==> src/rtl/npc_pkg.sv <==
// Shared definitions for the NPC fetch path.
//   XLEN     : datapath and PC width
//   RESET_PC : PC loaded on reset
//   PC_STEP  : sequential instruction size in bytes
//   fetch_state_e : fetch/commit sequencer states
package npc_pkg;

  localparam int unsigned XLEN     = 32;
  localparam logic [31:0] RESET_PC = 32'h8000_0000;
  localparam int unsigned PC_STEP  = 4;

  typedef enum logic [2:0] {
    StIdle,
    StReq,
    StWait,
    StHold,
    StTrap
  } fetch_state_e;

endpackage

==> src/rtl/pc_next_adder.sv <==
// Next-PC target computation.
//   PC, Imm, Rs1     : operands
//   PCAsrc           : addend A select (0 = PC_STEP, 1 = Imm)
//   PCBsrc           : addend B select (0 = PC, 1 = Rs1); also marks the JALR form
//   Target           : computed next PC (sum modulo 2^XLEN, bit 0 cleared for JALR form)
//   Misaligned       : Target is not 4-byte aligned
module pc_next_adder
  import npc_pkg::*;
#(
  parameter int unsigned XLEN = npc_pkg::XLEN
) (
  input  logic [XLEN-1:0] PC,
  input  logic [XLEN-1:0] Imm,
  input  logic [XLEN-1:0] Rs1,
  input  logic            PCAsrc,
  input  logic            PCBsrc,
  output logic [XLEN-1:0] Target,
  output logic            Misaligned
);

  logic [XLEN-1:0] addend_a;
  logic [XLEN-1:0] addend_b;
  logic [XLEN-1:0] sum;

  always_comb begin
    addend_a = PCAsrc ? Imm : XLEN'(PC_STEP);
    addend_b = PCBsrc ? Rs1 : PC;
    // Carry out is dropped: the PC wraps modulo 2^XLEN.
    sum      = addend_a + addend_b;
    Target   = PCBsrc ? {sum[XLEN-1:1], 1'b0} : sum;
    // With bit 0 already cleared for JALR, this reduces to target[1] in that form.
    Misaligned = |Target[1:0];
  end

endmodule

==> src/rtl/pc_fetch_ctrl.sv <==
// Architectural PC owner and instruction-fetch sequencer.
//   clk, rst_n                  : clock, asynchronous active-low reset
//   PCAsrc, PCBsrc, Imm, Rs1    : next-PC operands, valid with ExValid
//   ExValid                     : held instruction commits (honoured in HOLD only)
//   IfReqValid/Addr/Ready       : fetch request handshake
//   IfRspValid/Inst             : fetch response
//   InstValid, Inst, PC         : current instruction for decode
//   Fault, FaultPC              : sticky misaligned-target trap and offending target
module pc_fetch_ctrl #(
  parameter int unsigned      XLEN     = npc_pkg::XLEN,
  parameter logic [XLEN-1:0]  RESET_PC = XLEN'(npc_pkg::RESET_PC)
) (
  input  logic            clk,
  input  logic            rst_n,
  input  logic            PCAsrc,
  input  logic            PCBsrc,
  input  logic [XLEN-1:0] Imm,
  input  logic [XLEN-1:0] Rs1,
  input  logic            ExValid,
  output logic            IfReqValid,
  output logic [XLEN-1:0] IfReqAddr,
  input  logic            IfReqReady,
  input  logic            IfRspValid,
  input  logic [31:0]     IfRspInst,
  output logic            InstValid,
  output logic [31:0]     Inst,
  output logic [XLEN-1:0] PC,
  output logic            Fault,
  output logic [XLEN-1:0] FaultPC
);

  import npc_pkg::*;

  fetch_state_e    state_q, state_d;
  logic [XLEN-1:0] pc_q, pc_d;
  logic [31:0]     inst_q, inst_d;
  logic            fault_q, fault_d;
  logic [XLEN-1:0] fault_pc_q, fault_pc_d;

  logic [XLEN-1:0] target;
  logic            misaligned;

  pc_next_adder #(
    .XLEN (XLEN)
  ) u_pc_next_adder (
    .PC         (pc_q),
    .Imm        (Imm),
    .Rs1        (Rs1),
    .PCAsrc     (PCAsrc),
    .PCBsrc     (PCBsrc),
    .Target     (target),
    .Misaligned (misaligned)
  );

  always_comb begin
    state_d    = state_q;
    pc_d       = pc_q;
    inst_d     = inst_q;
    fault_d    = fault_q;
    fault_pc_d = fault_pc_q;
    case (state_q)
      StIdle: state_d = StReq;
      // A response arriving here belongs to no accepted request and is dropped.
      StReq: if (IfReqReady) state_d = StWait;
      StWait: begin
        if (IfRspValid) begin
          inst_d  = IfRspInst;
          state_d = StHold;
        end
      end
      StHold: begin
        if (ExValid) begin
          if (misaligned) begin
            fault_d    = 1'b1;
            fault_pc_d = target;
            state_d    = StTrap;
          end else begin
            pc_d    = target;
            state_d = StReq;
          end
        end
      end
      StTrap: state_d = StTrap;
      default: state_d = StIdle;
    endcase
  end

  always_ff @(posedge clk or negedge rst_n) begin
    if (!rst_n) begin
      state_q    <= StIdle;
      pc_q       <= RESET_PC;
      inst_q     <= '0;
      fault_q    <= 1'b0;
      fault_pc_q <= '0;
    end else begin
      state_q    <= state_d;
      pc_q       <= pc_d;
      inst_q     <= inst_d;
      fault_q    <= fault_d;
      fault_pc_q <= fault_pc_d;
    end
  end

  assign IfReqValid = (state_q == StReq);
  assign IfReqAddr  = pc_q;
  assign InstValid  = (state_q == StHold);
  assign Inst       = inst_q;
  assign PC         = pc_q;
  assign Fault      = fault_q;
  assign FaultPC    = fault_pc_q;

endmodule

==> config.mk <==
export PLATFORM = sky130hd
export DESIGN_NAME = pc_fetch_ctrl
export DESIGN_NICKNAME = d
export VERILOG_FILES = /design/src/rtl/npc_pkg.sv /design/src/rtl/pc_next_adder.sv /design/src/rtl/pc_fetch_ctrl.sv
export SDC_FILE = /design/constraint.sdc
export NUM_CORES = 1
export LEC_CHECK = 0
export CAP_MARGIN = 10
export CORE_ASPECT_RATIO = 1.75
export CORE_MARGIN = 2
export CORE_UTILIZATION = 45
export CTS_CLUSTER_DIAMETER = 30
export CTS_CLUSTER_SIZE = 10
export DETAILED_ROUTE_END_ITERATION = 10
export GPL_TIMING_DRIVEN = 0
export PLACE_DENSITY = 0.8
export SLEW_MARGIN = 20
export SYNTH_ARGS = -nofsm -noshare
export SYNTH_HDL_FRONTEND = slang
export SYNTH_SLANG_ARGS = --single-unit
==> constraint.sdc <==
create_clock -name clk -period 3.2 [get_ports clk]
set_input_delay 0.64 -clock clk [delete_from_list [all_inputs] [get_ports clk]]
set_output_delay 0.64 -clock clk [all_outputs]
set_load 0.05 [all_outputs]
## Word level (Yosys, flattened, before mapping)

Cells that the tools add are included.

- Register bits after elaboration: 100
- Bits of input ports: 103

- Add/sub/neg operators: 1
- Equality and inequality tests: 7
- Mux-type cells: 8
- Bitwise operators: 1
- Reductions and logical operators: 6

Operator list:

| kind | count |
|---|---|
| 2-to-1 mux 32 bit | 2 |
| adder 32 bit | 1 |
| case mux 3 bit (5 select lines) | 1 |
| 2-to-1 mux 3 bit | 4 |
| AND reduction 3 bit | 3 |
| equality test 3 x 2 -> 1 bit, second input constant | 2 |
| inequality test 2 bit, second input constant | 2 |
| equality test 3 x 1 -> 1 bit, second input constant | 1 |
| equality test 3 bit, second input constant | 1 |
| logical NOT 3 bit | 1 |
| inequality test 2 x 1 -> 1 bit, second input constant | 1 |
| AND reduction 2 bit | 1 |
| OR reduction 2 bit | 1 |
| 2-to-1 mux 1 bit | 1 |
| inverter 1 bit | 1 |

## Depth between registers and ports, before layout

Gate-level depths: netlist of run 1.

- Depth after elaboration: 7
- Depth in mapped cells: 13

## Cells and area by module

Synthesis of run 1 repeated with hierarchy kept, for this count alone.

- Cell total of the unflattened synthesis: 570
- Area total of the unflattened synthesis: 6348.6 sq um

By module, submodules not included:

| module | instances | cells each | area each (sq um) | seq. area each (sq um) |
|---|---|---|---|---|
| pc_fetch_ctrl | 1 | 258 | 4042.6 | 2503.7 |
| pc_next_adder | 1 | 312 | 2306.0 | 0.0 |

## Least setup slack after synthesis of run 1

No wires, ideal clock.

- Kind: input to register
- From: input port PCBsrc
- To: register fault_pc_q[24] (netlist: FaultPC[24])
- Library setup time: 122 ps
- Arrival: 3385 ps
- Path slack: -307 ps
- Stages: 12
- Cells stage by stage: clkbuf_1 -> clkbuf_1 -> mux2_2 -> fa_1 -> a21oi_1 -> nor2_1 -> o311ai_1 -> a31oi_1 -> o2111ai_1 -> nor4_1 -> nor3b_1 -> nand2_1

- Cells in the longest elaborated chain, start to end: 5

RTL lines:

| what | line | source |
|---|---|---|
| start, declared | pc_fetch_ctrl.sv:16 | `input logic PCBsrc,` |
| 2-to-1 mux 32 bit | pc_next_adder.sv:27 | `addend_b = PCBsrc ? Rs1 : PC;` |
| adder 32 bit | pc_next_adder.sv:29 | `sum = addend_a + addend_b;` |
| 2-to-1 mux 1 bit | pc_next_adder.sv:30 | `Target = PCBsrc ? {sum[XLEN-1:1], 1'b0} : sum;` |
| OR reduction 2 bit | pc_next_adder.sv:32 | `Misaligned = \|Target[1:0];` |
| AND reduction 3 bit (no line) | - |  |
| end signal, assigned | pc_fetch_ctrl.sv:100 | `fault_pc_q <= fault_pc_d;` |
| end, declared | pc_fetch_ctrl.sv:38 | `logic [XLEN-1:0] fault_pc_q, fault_pc_d;` |

Several ways; a longest one is shown, not always the timed one.
A chain may end at the register's enable or synchronous reset.

## Worst setup path after layout of run 1

- From: input port Rs1[1]
- To: register pc_q[23] (netlist: IfReqAddr[23])

- Cells in the longest elaborated chain, start to end: 5

RTL lines:

| what | line | source |
|---|---|---|
| start, declared | pc_fetch_ctrl.sv:18 | `input logic [XLEN-1:0] Rs1,` |
| 2-to-1 mux 32 bit * | pc_next_adder.sv:27 |  |
| adder 32 bit * | pc_next_adder.sv:29 |  |
| OR reduction 2 bit | pc_next_adder.sv:32 |  |
| inverter 1 bit (no line) | - |  |
| AND reduction 3 bit (no line) | - |  |
| end signal, assigned | pc_fetch_ctrl.sv:97 | `pc_q <= pc_d;` |
| end, declared | pc_fetch_ctrl.sv:35 | `logic [XLEN-1:0] pc_q, pc_d;` |

Mark *: on every way between the ends. The rest lies on a longest branch, timed or not.

==> results.yml, run 1 <==
timing:
  clock-skew-final_ns: 0.00648
  hold_viol_final: 0
  fin_crit_ns: 3.13
  min_period_over_period_pct: 97.9
  setup_viol_count_final: 0
  tightestPinTransition_ns: 0.615
  slew_violations: 0
  rsz0062_at_grt: "yes"
  max_freq_ghz: 0.319
  setup_ws_ns: 0.0663
  slew_headroom_pct: 59.0
worst_setup_path:
  arrival_ns: 3.42
  crit_type: "in -> reg"
  end_kind: "flop"
  crit_slowest_cell: "a221o_2"
  ff2ff_setup_slack_ns: 0.28
  cp-startpoint: "Rs1[1]"
  cpLargestDelayFamily: "compound AO/OA/AOI/OAI gates"
  required_ns: 3.48
  critPathBufInv: 1
  slowest_delay_ns: 0.47
  cp_cell_sequence: "clkdlybuf4s50_1 -> mux2_2 -> ha_1 -> a21oi_2 -> nor2_1 -> o21a_2 -> a221o_2 -> o21ai_2 -> nand2_2 -> or3_1 -> nand3_1"
  cp_max_fo: 5
  start_kind: "input port"
  r2r_start: "IfReqAddr[3]$_DFFE_PN0P_"
floorplanning:
  dieWidth_um: 93.7
  dieArea_um2: 15100
  io_pins: 234
  initial_core_util_pct: 45.8
  fp-row-count: 57
  die_h_um: 161
  core_um2: 13800
yosys:
  synth-edff-count: 0
  ys_ff_latch: 100
  syn_area_per_cell_um2: 9.38
  ys_warn_count: 0
  ys_types: 66
  seq_area_frac_synth_pct: 39.5
  synth_fp_nets: 810
  synth_ff_type: "dfrtp_1"
  syn_area_um2: 6330
  syn_inst: 675
  async_reset_ff_share_pct: 100
layout:
  nFillCells: 1079
  drive_above_1_share_pct: 19.2
  multi_input_area_um2: 3680
  area_delta_synth_final_pct: 50.4
  antennaDiodeCount: 0
  seqCellArea_um2: 2500
  finalNonFillerCells: 1105
  nNetsFinal: 1058
  design_area_um2: 9530
global_routing:
  grt_max_degree: 52
  top_usage_layer: "met2"
  grt_usage_pct: 26.6
  met1_usage_pct: 27.9
  grt_pass1_vias: 5959
  grtUsageMet3_pct: 5.39
  antenna_found_initial: 0
  gr-total-overflow: 0
  use_met2_pct: 50.3
  grt_pass1_wl_um: 31100
run_status:
  status: "completed"
route:
  remaining_drc_errors: 0
  drt-initial-drc-count: 359
  vias_per_cell: 5.46
  drt_wl_total_um: 20200
  num_vias: 6029
  dr.pass1.iters: 5
  avgRoutedWirePerCell_um: 18.3
  antenna_left: 0
hold_path:
  hold_path.class: "in -> async"
clock_tree:
  clk_latency_ns: 0.35
  numClockSinks: 100
  clkTransAtPathRegs_ns: 0.07
  cts-hold-fix-buffers: 0
  tritoncts: "built"
  htreeDepth: 3
  cts_buffer_depth: 2
  cts_made_buffers: 9
  cts_root_buf: "clkbuf_16"
placed_design:
  routabilityCongestion: 0.922
  dpl_cell_area_um2: 8940
  place.port_buffers: 232
  place_worst_setup_slack_ns: -1.00
  hpwl_um: 15900
  post-place-cells: 1085
pwr:
  leakagePower_nw: 4.04
  p_per_area_nw_per_um2: 1050
  ir_drop_v: 0.000511
  p_total_mw: 10.0
run:
  drv_cap: 0
## state kept, by name, summed over array words and instances (netlist names)
signal	count
state_q	3
Fault	1
FaultPC	32
Inst	32
IfReqAddr	32
## layout make-up
type                    instances  share of cell area, %
plain buffers                  63                   4.38
inverters                       7                  0.276
repair buffers                238                   25.0
multi-input cells             504                   38.6
well taps                     177                   2.32
flip-flops and latches        100                   26.3
clock inverters                 7                  0.775
clock buffers                   9                   2.36
## layer usage
layer	part of all wire (%)	wire length (um)
met1	34	6890
met2	56	11300
met3	6.4	1280
met5	0	0
met4	3.5	709
## per-stage QoR
stage          setup TNS [ns]  hold WS [ns]  util [%]
6_report                    0         0.237      68.9
3_5_place_dp           -50.87         0.451      64.6
3_3_place_gp          -271.97         0.450      64.4
2_1_floorplan               0         0.344         -
4_1_cts                     0         0.251      67.8
5_1_grt                -0.330         0.263      68.9
## power by group
part	total [mW]	internal (mW)	switching, mW
combinational	6.60	2.38	4.22
clock	1.13	0.611	0.518
sequential	2.28	1.85	0.430
total	10.0	4.84	5.17
## cell usage after synthesis, types with 2 or more instances
| master | count | area share (%) |
|---|---|---|
| dfrtp_1 | 99 | 39 |
| nand2_1 | 93 | 5.5 |
| o21ai_0 | 68 | 5.4 |
| mux2_2 | 63 | 11 |
| and2_1 | 37 | 3.7 |
| a21oi_1 | 36 | 2.8 |
| buf_4 | 32 | 3.8 |
| ha_1 | 31 | 6.1 |
| clkbuf_1 | 23 | 1.4 |
| nor2_1 | 19 | 1.1 |
| nand3_1 | 17 | 1.3 |
| xnor2_1 | 13 | 1.8 |
| xor2_1 | 11 | 1.5 |
| a21o_1 | 10 | 1.2 |
| nor3_1 | 10 | 0.79 |
| nand4_1 | 8 | 0.79 |
| inv_1 | 7 | 0.41 |
| nand2b_1 | 7 | 0.69 |
| buf_2 | 5 | 0.39 |
| nand4b_1 | 5 | 0.69 |
| buf_1 | 4 | 0.24 |
| nand3b_1 | 4 | 0.47 |
| nor2b_1 | 4 | 0.39 |
| nor3b_1 | 4 | 0.47 |
| a211oi_1 | 3 | 0.36 |
| a31oi_1 | 3 | 0.30 |
| a41oi_1 | 3 | 0.41 |
| and3_1 | 3 | 0.30 |
| nor4_1 | 3 | 0.30 |
| o21a_1 | 3 | 0.36 |
| o21ai_1 | 3 | 0.24 |
| o21bai_1 | 3 | 0.36 |
| a211o_1 | 2 | 0.28 |
| a21boi_0 | 2 | 0.24 |
| a311oi_1 | 2 | 0.28 |
| o22ai_1 | 2 | 0.20 |
| o311ai_0 | 2 | 0.28 |
| or2_2 | 2 | 0.20 |
| or3_1 | 2 | 0.20 |
## worst paths after layout
kind                                                   to  depth (start not counted)
worst max-delay path            IfReqAddr[23]$_DFFE_PN0P_                         11
worst min-delay path             IfReqAddr[0]$_DFFE_PN0P_                          1
worst max register to register  IfReqAddr[23]$_DFFE_PN0P_                         10
worst min register to register          Fault$_DFFE_PN0P_                          1
max in group asynchronous         FaultPC[16]$_DFFE_PN0P_                          2
min in group clk                        Fault$_DFFE_PN0P_                          1
## cell families after synthesis
family                     Yosys count  synth area share, %
AOI/OAI and AO/OA                  159                 15.2
DFF                                100                 39.5
muxes                               64                 11.4
adders and majority gates           32                 6.44
buffers and inverters               71                 6.20
xor gates and xnor gates            24                 3.32
and+or+nand+nor                    225                 18.0
## cells in the final DEF (no fill, tap or decap), drive strengths merged, types with 4 or more instances in the layout
cell / count
a21o: 11
nand2b: 7
nand3b: 4
and2: 37
buf: 50
nand4b: 5
nor3: 11
dfrtp: 99
nand4: 8
o311ai: 4
mux2: 63
inv: 9
xor2: 11
o21ai: 72
nor3b: 4
nand3: 17
nand2: 94
xnor2: 13
nor2b: 4
ha: 31
clkdlybuf4s50: 229
clkbuf: 30
nor2: 19
a21oi: 37
## timing repair
action,CTS,global route
setup buffers,2,3
endpoints found under the setup margin,64,34
pin swaps,7,19
gates resized for setup,31,35
(Power assumes the default switching activity.)
==> run 2: changes to the inputs <==
--- a/config.mk
+++ b/config.mk
@@ -8,13 +8,13 @@
 export CAP_MARGIN = 10
 export CORE_ASPECT_RATIO = 1.75
 export CORE_MARGIN = 2
-export CORE_UTILIZATION = 45
+export CORE_UTILIZATION = 40
 export CTS_CLUSTER_DIAMETER = 30
 export CTS_CLUSTER_SIZE = 10
 export DETAILED_ROUTE_END_ITERATION = 10
+export DONT_BUFFER_PORTS = 1
 export GPL_TIMING_DRIVEN = 0
-export PLACE_DENSITY = 0.8
-export SLEW_MARGIN = 20
+export PLACE_DENSITY = 0.53
 export SYNTH_ARGS = -nofsm -noshare
 export SYNTH_HDL_FRONTEND = slang
 export SYNTH_SLANG_ARGS = --single-unit
==> results.yml, run 2 (synthesis gave the netlist of run 1 again) <==
run_status:
  status: "completed"
floorplanning:
  dieWidth_um: 99.1
  io_pins: 234
  initial_core_util_pct: 41.0
  fp-row-count: 60
  core_um2: 15500
  dieArea_um2: 16900
  die_h_um: 170
timing:
  setup_ws_ns: 0.123
  rsz0062_at_grt: "no"
  clock-skew-final_ns: 0.0174
  fin_crit_ns: 3.08
  tns_ns: 0
  max_freq_ghz: 0.325
  tightestPinTransition_ns: 0.833
  slew_violations: 0
  hold_viol_final: 0
  min_period_over_period_pct: 96.2
  setup_viol_count_final: 0
  slew_headroom_pct: 44.2
layout:
  nFillCells: 1514
  drive_above_1_share_pct: 26.8
  design_area_um2: 7270
  utilization_pct: 47.0
  final_cell_mix: "dfrtp_1, nand2_1, mux2_2"
  area_delta_synth_final_pct: 14.8
  nNetsFinal: 827
  final_common_cell: "dfrtp_1"
run:
  drv_cap: 0
clock_tree:
  tritoncts: "built"
  cts_buffer_depth: 2
  clkTransAtPathRegs_ns: 0.08
  numClockSinks: 100
  cts_root_buf: "clkbuf_16"
  cts_made_buffers: 9
  clk_latency_ns: 0.36
  htreeDepth: 3
route:
  dr.pass1.iters: 5
  avgRoutedWirePerCell_um: 22.0
  drt_wl_total_um: 19500
  remaining_drc_errors: 0
  num_vias: 5102
  vias_per_cell: 5.77
  drt-initial-drc-count: 183
  antenna_left: 0
worst_setup_path:
  start_kind: "flop"
  crit_type: "reg -> reg"
  end_kind: "flop"
  cp_max_fo: 8
  required_ns: 3.41
  arrival_ns: 3.29
pwr:
  leakagePower_nw: 3.16
  p_total_mw: 8.48
  p_per_area_nw_per_um2: 1170
  ir_drop_v: 0.000513
placed_design:
  place.port_buffers: 0
  dpl_cell_area_um2: 6610
  hpwl_um: 14900
  place_worst_setup_slack_ns: -0.749
  routabilityCongestion: 0.878
global_routing:
  grt_pass1_wl_um: 29000
  grt_pass1_vias: 5235
  grt_max_degree: 100
  gr-total-overflow: 0
  antenna_found_initial: 1
  grt_usage_pct: 22.4
hold_path:
  hold_path.class: "in -> async"
run 2: cell types whose count changed in the layout (fill, tap and decap cells not counted), sizes merged:
| cell | before | now |
|---|---|---|
| clkdlybuf4s50 | 229 | 0 |
| clkbuf | 30 | 27 |
| buf | 50 | 52 |
| bufinv | 1 | 0 |
| clkinv | 3 | 4 |
| clkinvlp | 1 | 0 |
| diode | 0 | 1 |
| dlymetal6s2s | 1 | 0 |
| inv | 9 | 10 |
run 2: critical path, cell delays in order (launching register included):
cell and delay [ns]:
dfrtp_1 0.58, mux2_2 0.36, ha_1 0.27, clkbuf_4 0.17, nand3_1 0.15, nor3b_2 0.32
o21ai_1 0.17, a311o_1 0.38, nand3b_1 0.12, a21oi_1 0.09, xor2_1 0.21, o21ai_0 0.11
run 2: where the power goes:
group	total (mW)	switching (mW)	internal [mW]
clock	1.12	0.565	0.551
sequential	4.32	2.51	1.81
combinational	3.05	1.92	1.13
total	8.48	4.99	3.49
run 2: through the flow:
step | hold WS [ns] | std cells
floorplan | 0.344 | 675
CTS | 0.109 | 880
finish | 0.117 | 884
detailed placement | 0.347 | 861
global placement | 0.346 | 861
global route | 0.107 | 884
run 2: final timing paths:
path | slack (ns) | end | from | cells after the start
worst min register to register | 0.56 | state_q[1]$_DFFE_PN0P_ | state_q[2]$_DFFE_PN0P_ | 1
min in group clk | 0.44 | Inst[20]$_DFFE_PN0P_ | IfRspInst[20] | 1
worst max-delay path | 0.12 | FaultPC[28]$_DFFE_PN0P_ | IfReqAddr[10]$_DFFE_PN0P_ | 11
worst min-delay path | 0.12 | IfReqAddr[31]$_DFFE_PN1P_ | rst_n | 0
worst max register to register | 0.12 | FaultPC[28]$_DFFE_PN0P_ | IfReqAddr[10]$_DFFE_PN0P_ | 11
max in group asynchronous | 2.58 | IfReqAddr[13]$_DFFE_PN0P_ | rst_n | 1
run 2: repair_timing:
item / CTS / global route
endpoints found under the hold margin: 99 / 0
gates resized for setup: 25 / 48
pin swaps: 8 / 16
hold buffers: 1 / 0
setup endpoints to repair: 49 / 33
buffers inserted: 5 / 2
cloned: 0 / 1
run 2: final cells by class:
cell class / count / area, um2 / area share, %
antenna: 1 / 2.50 / 0.0344
timing repair buffer: 9 / 91.3 / 1.26
multi-input combinational: 504 / 3710 / 51.0
inverter: 7 / 26.3 / 0.361
clock inverter: 7 / 72.6 / 0.998
sequential: 100 / 2510 / 34.5
clock buffer: 9 / 225 / 3.10
buffer: 61 / 407 / 5.59
tap: 186 / 233 / 3.20
run 2: per-layer routing:
metal	wire length, um	track usage (%)	up-vias
met4	334	6.61	0
met1	6750	23.2	2480
met2	11300	44.6	205
li1	-	-	2400
met3	1090	3.90	17
met5	0	0	-
==> run 3: changes to the inputs <==
--- a/config.mk
+++ b/config.mk
@@ -15,6 +15,7 @@
 export DONT_BUFFER_PORTS = 1
 export GPL_TIMING_DRIVEN = 0
 export PLACE_DENSITY = 0.53
+export SLEW_MARGIN = 0
 export SYNTH_ARGS = -nofsm -noshare
 export SYNTH_HDL_FRONTEND = slang
 export SYNTH_SLANG_ARGS = --single-unit
==> results of run 3 <==
Final layout, timing and power as in run 2 (identical DEF).
